## config.mk

```make
export PLATFORM = sky130hd
export DESIGN_NAME = encode_arbiter
export DESIGN_NICKNAME = d
export VERILOG_FILES = /design/src/rtl/encode_arbiter.sv
export SDC_FILE = /design/constraint.sdc
export NUM_CORES = 1
export LEC_CHECK = 0
export BUFFER_PORTS_ARGS = -buffer_cell sky130_fd_sc_hd__buf_2
export CORE_MARGIN = 2
export CORE_UTILIZATION = 45
export CTS_CLUSTER_DIAMETER = 50
export DETAILED_ROUTE_END_ITERATION = 10
export PLACE_DENSITY = 0.78
export SETUP_SLACK_MARGIN = 0.1
export SLEW_MARGIN = 20
export SYNTH_ARGS = -nofsm -noshare
export SYNTH_HDL_FRONTEND = slang
export SYNTH_SLANG_ARGS = --single-unit
```

## constraint.sdc

```tcl
create_clock -name clk -period 2.3 [get_ports clk]
set_input_delay 0.115 -clock clk [delete_from_list [all_inputs] [get_ports clk]]
set_output_delay 0.115 -clock clk [all_outputs]
set_load 0.01 [all_outputs]
```

## src/rtl/encode_arbiter.sv

```systemverilog
// Shares one clocked 4-bit `encode` codifier among NREQ requesters: grant, setup, strobe, capture, respond.
// Define ENCODE_ARB_FIXED_PRIO_EN for fixed lowest-index priority; default is round-robin.
module encode_arbiter #(
    parameter int NREQ = 2
) (
    input  logic                clk,
    input  logic                reset,
    input  logic [NREQ-1:0]     req_valid,
    input  logic [4*NREQ-1:0]   req_data,
    output logic [NREQ-1:0]     req_ack,
    output logic [NREQ-1:0]     rsp_valid,
    output logic [3:0]          rsp_data,
    output logic [1:0]          rsp_id,
    output logic                busy,
    output logic                enc_a,
    output logic                enc_b,
    output logic                enc_c,
    output logic                enc_d,
    output logic                enc_ready,
    output logic                enc_reset,
    input  logic                enc_s0,
    input  logic                enc_s1,
    input  logic                enc_s2,
    input  logic                enc_s3
);

    localparam logic [2:0] ST_IDLE    = 3'd0;
    localparam logic [2:0] ST_SETUP   = 3'd1;
    localparam logic [2:0] ST_STROBE  = 3'd2;
    localparam logic [2:0] ST_CAPTURE = 3'd3;
    localparam logic [2:0] ST_RESPOND = 3'd4;

    localparam logic [2:0] NREQ_W3      = 3'(NREQ);
    localparam logic [1:0] LAST_GRANT_R = 2'(NREQ - 1);

    logic [2:0]      state_q,      state_d;
    logic [NREQ-1:0] req_ack_q,    req_ack_d;
    logic [NREQ-1:0] rsp_valid_q,  rsp_valid_d;
    logic [3:0]      rsp_data_q,   rsp_data_d;
    logic [1:0]      rsp_id_q,     rsp_id_d;
    logic [3:0]      enc_nib_q,    enc_nib_d;
    logic            enc_ready_q,  enc_ready_d;
    logic            enc_reset_q,  enc_reset_d;
    logic [1:0]      last_grant_q, last_grant_d;

    logic [3:0]      valid4;
    logic [1:0]      pick;
    logic            found;
    logic [2:0]      cand;

    // Grant selection is purely combinational; it only takes effect in IDLE.
    always_comb begin
        valid4 = 4'(req_valid);
        pick   = last_grant_q;
        found  = 1'b0;
        cand   = 3'd0;
`ifdef ENCODE_ARB_FIXED_PRIO_EN
        for (int off = 0; off < 4; off++) begin
            if (off < NREQ && !found && valid4[2'(off)]) begin
                found = 1'b1;
                pick  = 2'(off);
            end
        end
`else
        for (int off = 1; off <= 4; off++) begin
            if (off <= NREQ) begin
                cand = {1'b0, last_grant_q} + 3'(off);
                if (cand >= NREQ_W3) begin
                    cand = cand - NREQ_W3;
                end
                if (!found && valid4[cand[1:0]]) begin
                    found = 1'b1;
                    pick  = cand[1:0];
                end
            end
        end
`endif
    end

    always_comb begin
        state_d      = state_q;
        req_ack_d    = '0;
        rsp_valid_d  = '0;
        rsp_data_d   = rsp_data_q;
        rsp_id_d     = rsp_id_q;
        enc_nib_d    = enc_nib_q;
        enc_ready_d  = 1'b0;
        enc_reset_d  = reset;
        last_grant_d = last_grant_q;

        case (state_q)
            ST_IDLE: begin
                if (found) begin
                    req_ack_d    = NREQ'(1) << pick;
                    enc_nib_d    = req_data[4*pick +: 4];
                    last_grant_d = pick;
                    state_d      = ST_SETUP;
                end
            end
            ST_SETUP: begin
                enc_ready_d = 1'b1;
                state_d     = ST_STROBE;
            end
            ST_STROBE: begin
                state_d = ST_CAPTURE;
            end
            ST_CAPTURE: begin
                rsp_data_d  = {enc_s0, enc_s1, enc_s2, enc_s3};
                rsp_id_d    = last_grant_q;
                rsp_valid_d = NREQ'(1) << last_grant_q;
                state_d     = ST_RESPOND;
            end
            ST_RESPOND: begin
                state_d = ST_IDLE;
            end
            default: begin
                state_d = ST_IDLE;
            end
        endcase
    end

    always_ff @(posedge clk) begin
        enc_reset_q <= enc_reset_d;
        if (reset) begin
            state_q      <= ST_IDLE;
            req_ack_q    <= '0;
            rsp_valid_q  <= '0;
            rsp_data_q   <= 4'd0;
            rsp_id_q     <= 2'd0;
            enc_nib_q    <= 4'd0;
            enc_ready_q  <= 1'b0;
            last_grant_q <= LAST_GRANT_R;
        end else begin
            state_q      <= state_d;
            req_ack_q    <= req_ack_d;
            rsp_valid_q  <= rsp_valid_d;
            rsp_data_q   <= rsp_data_d;
            rsp_id_q     <= rsp_id_d;
            enc_nib_q    <= enc_nib_d;
            enc_ready_q  <= enc_ready_d;
            last_grant_q <= last_grant_d;
        end
    end

    assign req_ack   = req_ack_q;
    assign rsp_valid = rsp_valid_q;
    assign rsp_data  = rsp_data_q;
    assign rsp_id    = rsp_id_q;
    assign busy      = (state_q != ST_IDLE);
    assign enc_a     = enc_nib_q[3];
    assign enc_b     = enc_nib_q[2];
    assign enc_c     = enc_nib_q[1];
    assign enc_d     = enc_nib_q[0];
    assign enc_ready = enc_ready_q;
    assign enc_reset = enc_reset_q;

endmodule

```

**After elaboration in Yosys (flattened, before gate mapping)**

Cells that the tools add are included.

- Output and inout port bits: 17
- Word-level logic and storage cells: 47
- Register bits: 21

- Add/sub/neg operators: 4
- Order comparisons: 4
- Reduce and logical (&&, ||, !) cells: 7
- Muxes and demuxes: 13
- Bitwise operators: 3
- Shift operators: 3
- Equal/unequal tests: 4

Operator list:

| kind | number |
|---|---|
| 3-bit case mux with 4 select lines | 1 |
| 2-bit two-way mux | 4 |
| 8-bit by 5-bit indexed part select with 4-bit output | 1 |
| 3-bit by 2-bit equality test with 1-bit output, second input constant | 2 |
| 3-bit by 2-bit greater-or-equal comparator with 1-bit output, second input constant | 2 |
| 2-bit by 3-bit less-than comparator with 1-bit output, second input constant | 2 |
| 1-bit two-way mux | 5 |
| 1-bit binary-select mux with 2-bit select | 2 |
| 1-bit by 2-bit << shifter with 2-bit output, first input constant | 2 |
| 2-bit subtractor, second input constant | 2 |
| 2-bit by 1-bit adder with 3-bit output, second input constant | 1 |
| 2-bit by 2-bit adder with 3-bit output, second input constant | 1 |
| 3-bit by 1-bit equality test with 1-bit output, second input constant | 1 |
| 3-bit logical NOT | 1 |
| 3-bit two-way mux | 1 |
| 1-bit inverter | 3 |
| 3-bit nonzero test | 1 |
| 3-bit OR reduction | 1 |
| 2-bit != test, second input constant | 1 |
| 2-bit AND reduction | 1 |
| 2-bit OR reduction | 1 |
| 1-bit logical AND | 1 |
| 1-bit logical NOT | 1 |

**Longest topological paths before layout**

- Depth in word-level cells: 11
- Mapped depth: 6
- Depth with buffers taken out: 4

**Worst setup path after synthesis**

Ideal clock, no wire load.

- Kind: reg-to-reg
- From: register last_grant_q[0]
- To: register enc_nib_q[0]
- Clock period less this slack: 1.373 ns
- Setup time: 0.112 ns
- Data required time: 2.188 ns
- Path slack: 0.927 ns
- Cell stages (with the launch flop): 7
- Arrival time: 1.261 ns
- Cell sequence: dfxtp_1 buf_6 or2_1 buf_6 a21boi_1 nor4b_1 a2111oi_1

- Word-level cells in the longest chain between the ends: 10
- Elaborated cells between the ends (all ways): 20
- Those cells by class: add/sub: 4; order compare: 2; shift: 1; mux: 10; reduce/logical: 3

RTL lines:

| item | line | text |
|---|---|---|
| start: declaration | 44 | `logic [1:0] last_grant_q, last_grant_d;` |
| start signal: assignment | 141 | `last_grant_q <= last_grant_d;` |
| 2-bit by 1-bit adder with 3-bit output | 67 | `cand = {1'b0, last_grant_q} + 3'(off);` |
| 3-bit by 2-bit greater-or-equal comparator with 1-bit output or 2-bit subtractor (tied branches) | 68, 69 |  |
| 2-bit two-way mux | 68 | `if (cand >= NREQ_W3) begin` |
| 1-bit binary-select mux with 2-bit select | 71 | `if (!found && valid4[cand[1:0]]) begin` |
| 1-bit two-way mux (implied by the code) | 71 |  |
| 1-bit two-way mux | 71 |  |
| 1-bit logical NOT | 71 |  |
| 1-bit logical AND | 71 |  |
| 2-bit two-way mux or 1-bit two-way mux (tied branches) | 71 |  |
| 8-bit by 5-bit indexed part select with 4-bit output or 2-bit AND reduction (tied branches) | -- |  |
| end signal: assignment | 139 | `enc_nib_q <= enc_nib_d;` |
| end: declaration | 41 | `logic [3:0] enc_nib_q, enc_nib_d;` |

Parallel ways exist; a longest one is shown, timed or not. The select of a mux whose other input is x is not followed.
A chain may end at the register's enable or synchronous reset.

**Final worst setup path**

- From: register last_grant_q[0]
- To: register enc_nib_q[3]

Same word-level chain as after synthesis.

==> metrics.txt <==
count of inserted antenna diode cells=0; CP arrival=1780 ps; cell chosen for the clock root=clkbuf_4; Top-Level Pins=33; Synth cell types=27; x dimension of the die=a little under 50 um; slew at the pin with the worst max-slew slack=360 ps; final critical path time including I/O delays and setup=1600 ps; capture point of the worst reg-to-reg path=enc_nib_q[3]; worst setup path end=enc_nib_q[3]; post-synth net total=107; critical register-to-register path startpoint=last_grant_q[0]; Peak Freq=between 600 and 700 MHz; Final period util=69.4%; type of element launching the critical path=flop; final-layout worst hold slack=34.1 ps; post-synthesis sequential element count=21; aggregate global routing overflow=0; initial core utilization=about 46%; via/cell ratio=around 5; number of max-slew violations in the final report=0; remaining number of nets flagged by the antenna check after routing=0; critical path peak fanout=9; final non-filler cell total=150; largest area contributor in the netlist=dfxtp_1; clock transition time at the flip-flop clock pins of the worst setup and hold paths=120 ps; buffers from clock root to sink, at most=2; Critical Path End Type=flop; setup fix buffers added after clock tree synthesis=0; Placer Congestion=0.791; chain of cells forming the critical path=bufinv_8 > a2bb2oi_2 > nor4b_1 > a2111oi_1; setup slack, reg-to-reg=700 ps; fraction of final layout cells with drive strength greater than 1=35.0%; part of the Yosys area used for sequential elements=47.7%; Post-Route WL=1690 um; yosys warns=0; static power due to leakage=0.000534 uW; via count=743; reg2reg path depth=4; setup skew after layout=12.9 ps; internal cell power=540 uW; worst-path cell with the longest stage delay=dfxtp_1; PostCTS Resize Cnt=0; switching power summed over all nets=220 uW; Cell Count Post-Placement=146; Mean Syn Cell Area=9.69 um^2; Worst path max stage delay=450 ps; cell area power density=706 nW/um^2; first-pass detailed-route iteration total=4; placed wire-length estimate=roughly 1300 um; Required @ worst endpoint=2480 ps; Buf/Inv on CP=1; quantity of I/O buffers inserted on ports=32; Net Sw Frac=29.0%; combinational group share of total power=22.6%; cell class contributing the biggest share of worst-path delay=compound AO/OA/AOI/OAI gates; total setup violations reported at the end of the flow=0; drt initial violations=8; post-detailed-route DRC marker count=0; total number of placement rows=16; relative max-transition margin=about three quarters; synthesis-to-layout area growth=22.1%; worst setup path start=last_grant_q[0]; initial antenna violation count=0; first-pass GRT wire length=around 2500 um; number of nets in the final layout=between 100 and 150; total power consumption of the routed design=roughly 760 uW; summed instance area of the synthesized netlist=882 um^2; final hold violation count=0; cts bufs inserted=3; pin count of the biggest net entering global routing=20; area fraction of the dominant cell type after synthesis=47.7%; result of the run=finished, final reports clean; final core utilization=56.6%; Die Area=2330 um^2; DR WL/cell=11.3 um; worst-case vdd ir drop=0.303 mV; Clock Sinks=21; vias in the first global route=617; Cells after Synth=91; TritonCTS clock tree=done; worst hold start=enc_s0; RSZ-0062 raised after global routing=no; Hold Path Class=input pin to flop; total of hold buffers inserted after clock tree synthesis=0; CTS H-Tree Depth=1; part of the power in the clock network=22.7%; Area contributors post-synth=dfxtp_1 48%, mux2i_1 6.8%, nor2_1 6.0%; die extent in y=48.3 um; MaxCap Viol Count=0; proportion of power drawn by flip-flops and latches=54.6%; top library cells by usage in the layout, fill and taps aside=32 x buf_2, 21 x dfxtp_1, 14 x nor2_1, 6 x mux2i_1; core region area=1900 um^2; summed negative setup slack over all endpoints=0 ps; later-pin clock latency in the skew report=300 ps; All-Layer GR Usage=between 10% and 20%; critical path depth=4; type of the worst setup path=flop to flop; most common library cell in the layout ignoring fill and taps=buf_2
[cell type report]
class | instances | area [um^2]
fill | 164 | 825
sequential | 21 | 420
multi-input combinational | 58 | 388
tap | 27 | 33.8
timing repair buffer | 33 | 168
clock buffer | 3 | 22.5
clock inverter | 1 | 5.00
inverter | 7 | 40.0
[power by group through the flow]
stage                     Combinational [uW]  Sequential [uW]  Clock (uW)
after floorplan                          111              430           0
after global placement                   169              423           0
after detailed placement                 174              424           0
after CTS                                175              416         178
after global routing                     193              421         190
final                                    172              416         173
[tightest hold or removal path, stage by stage]
cell and delay (ps):
buf_2 70, mux2i_1 50, nor2_1 70
[stage by stage]
step           cell area (um^2)  setup WS (ps)
2_1_floorplan               882            927
3_3_place_gp               1050            827
3_5_place_dp               1050            703
4_1_cts                    1080            691
5_1_grt                    1080            601
6_report                   1080            703
[cells by family after synthesis]
kind of cell | count (synthesis) | share of synthesized area (%)
xor gates and xnor gates | 1 | 0.993
DFF | 21 | 47.7
muxes | 6 | 6.81
buffers and inverters | 12 | 8.37
AOI/OAI and AO/OA | 14 | 13.2
and+or+nand+nor | 37 | 23.0
[worst min-delay path by stage]
stage / end / slack [ps] / cells past startpoint
floorplan: enc_reset / 140 / 0
detailed placement: rsp_data[0] / 360 / 3
global route: rsp_data[2] / 50 / 3
CTS: rsp_data[0] / 30 / 3
finish: rsp_data[3] / 30 / 3
global placement: rsp_data[2] / 350 / 3
[state kept, by name (all words and copies together) (netlist names)]
name          flops
req_ack           2
state_q           3
enc_reset         1
last_grant_q      2
rsp_valid         2
rsp_data          4
enc_nib_q         4
rsp_id            2
enc_ready         1
[synth_stat cells]
cell type and instances:
o21bai_1 1, a21oi_1 2, clkbuf_1 3, or2_1 1, nand2_1 2, nor4_1 1, dfxtp_1 21, a2111oi_0 1
mux2i_1 6, nor2_1 14, nor3_1 3, nand3b_1 1, nand3_1 4, a2111oi_1 4, buf_6 2, bufinv_8 1
a2bb2oi_2 1, inv_2 1, nor4b_1 5, o21ai_0 1, and2b_2 1, inv_1 5, nand2b_1 3, xnor2_1 1
nor3_2 1, a21boi_1 4, or2_2 1
[layer usage]
| layer | track usage [%] | vias to the layer above | wire length [um] |
|---|---|---|---|
| met4 | 9.73 | 0 | 19 |
| li1 | - | 379 | - |
| met3 | 2.22 | 2 | 43 |
| met5 | 0 | - | 0 |
| met1 | 18.1 | 352 | 704 |
| met2 | 26.8 | 10 | 920 |
No activity file was read; power rests on OpenSTA's default activity.
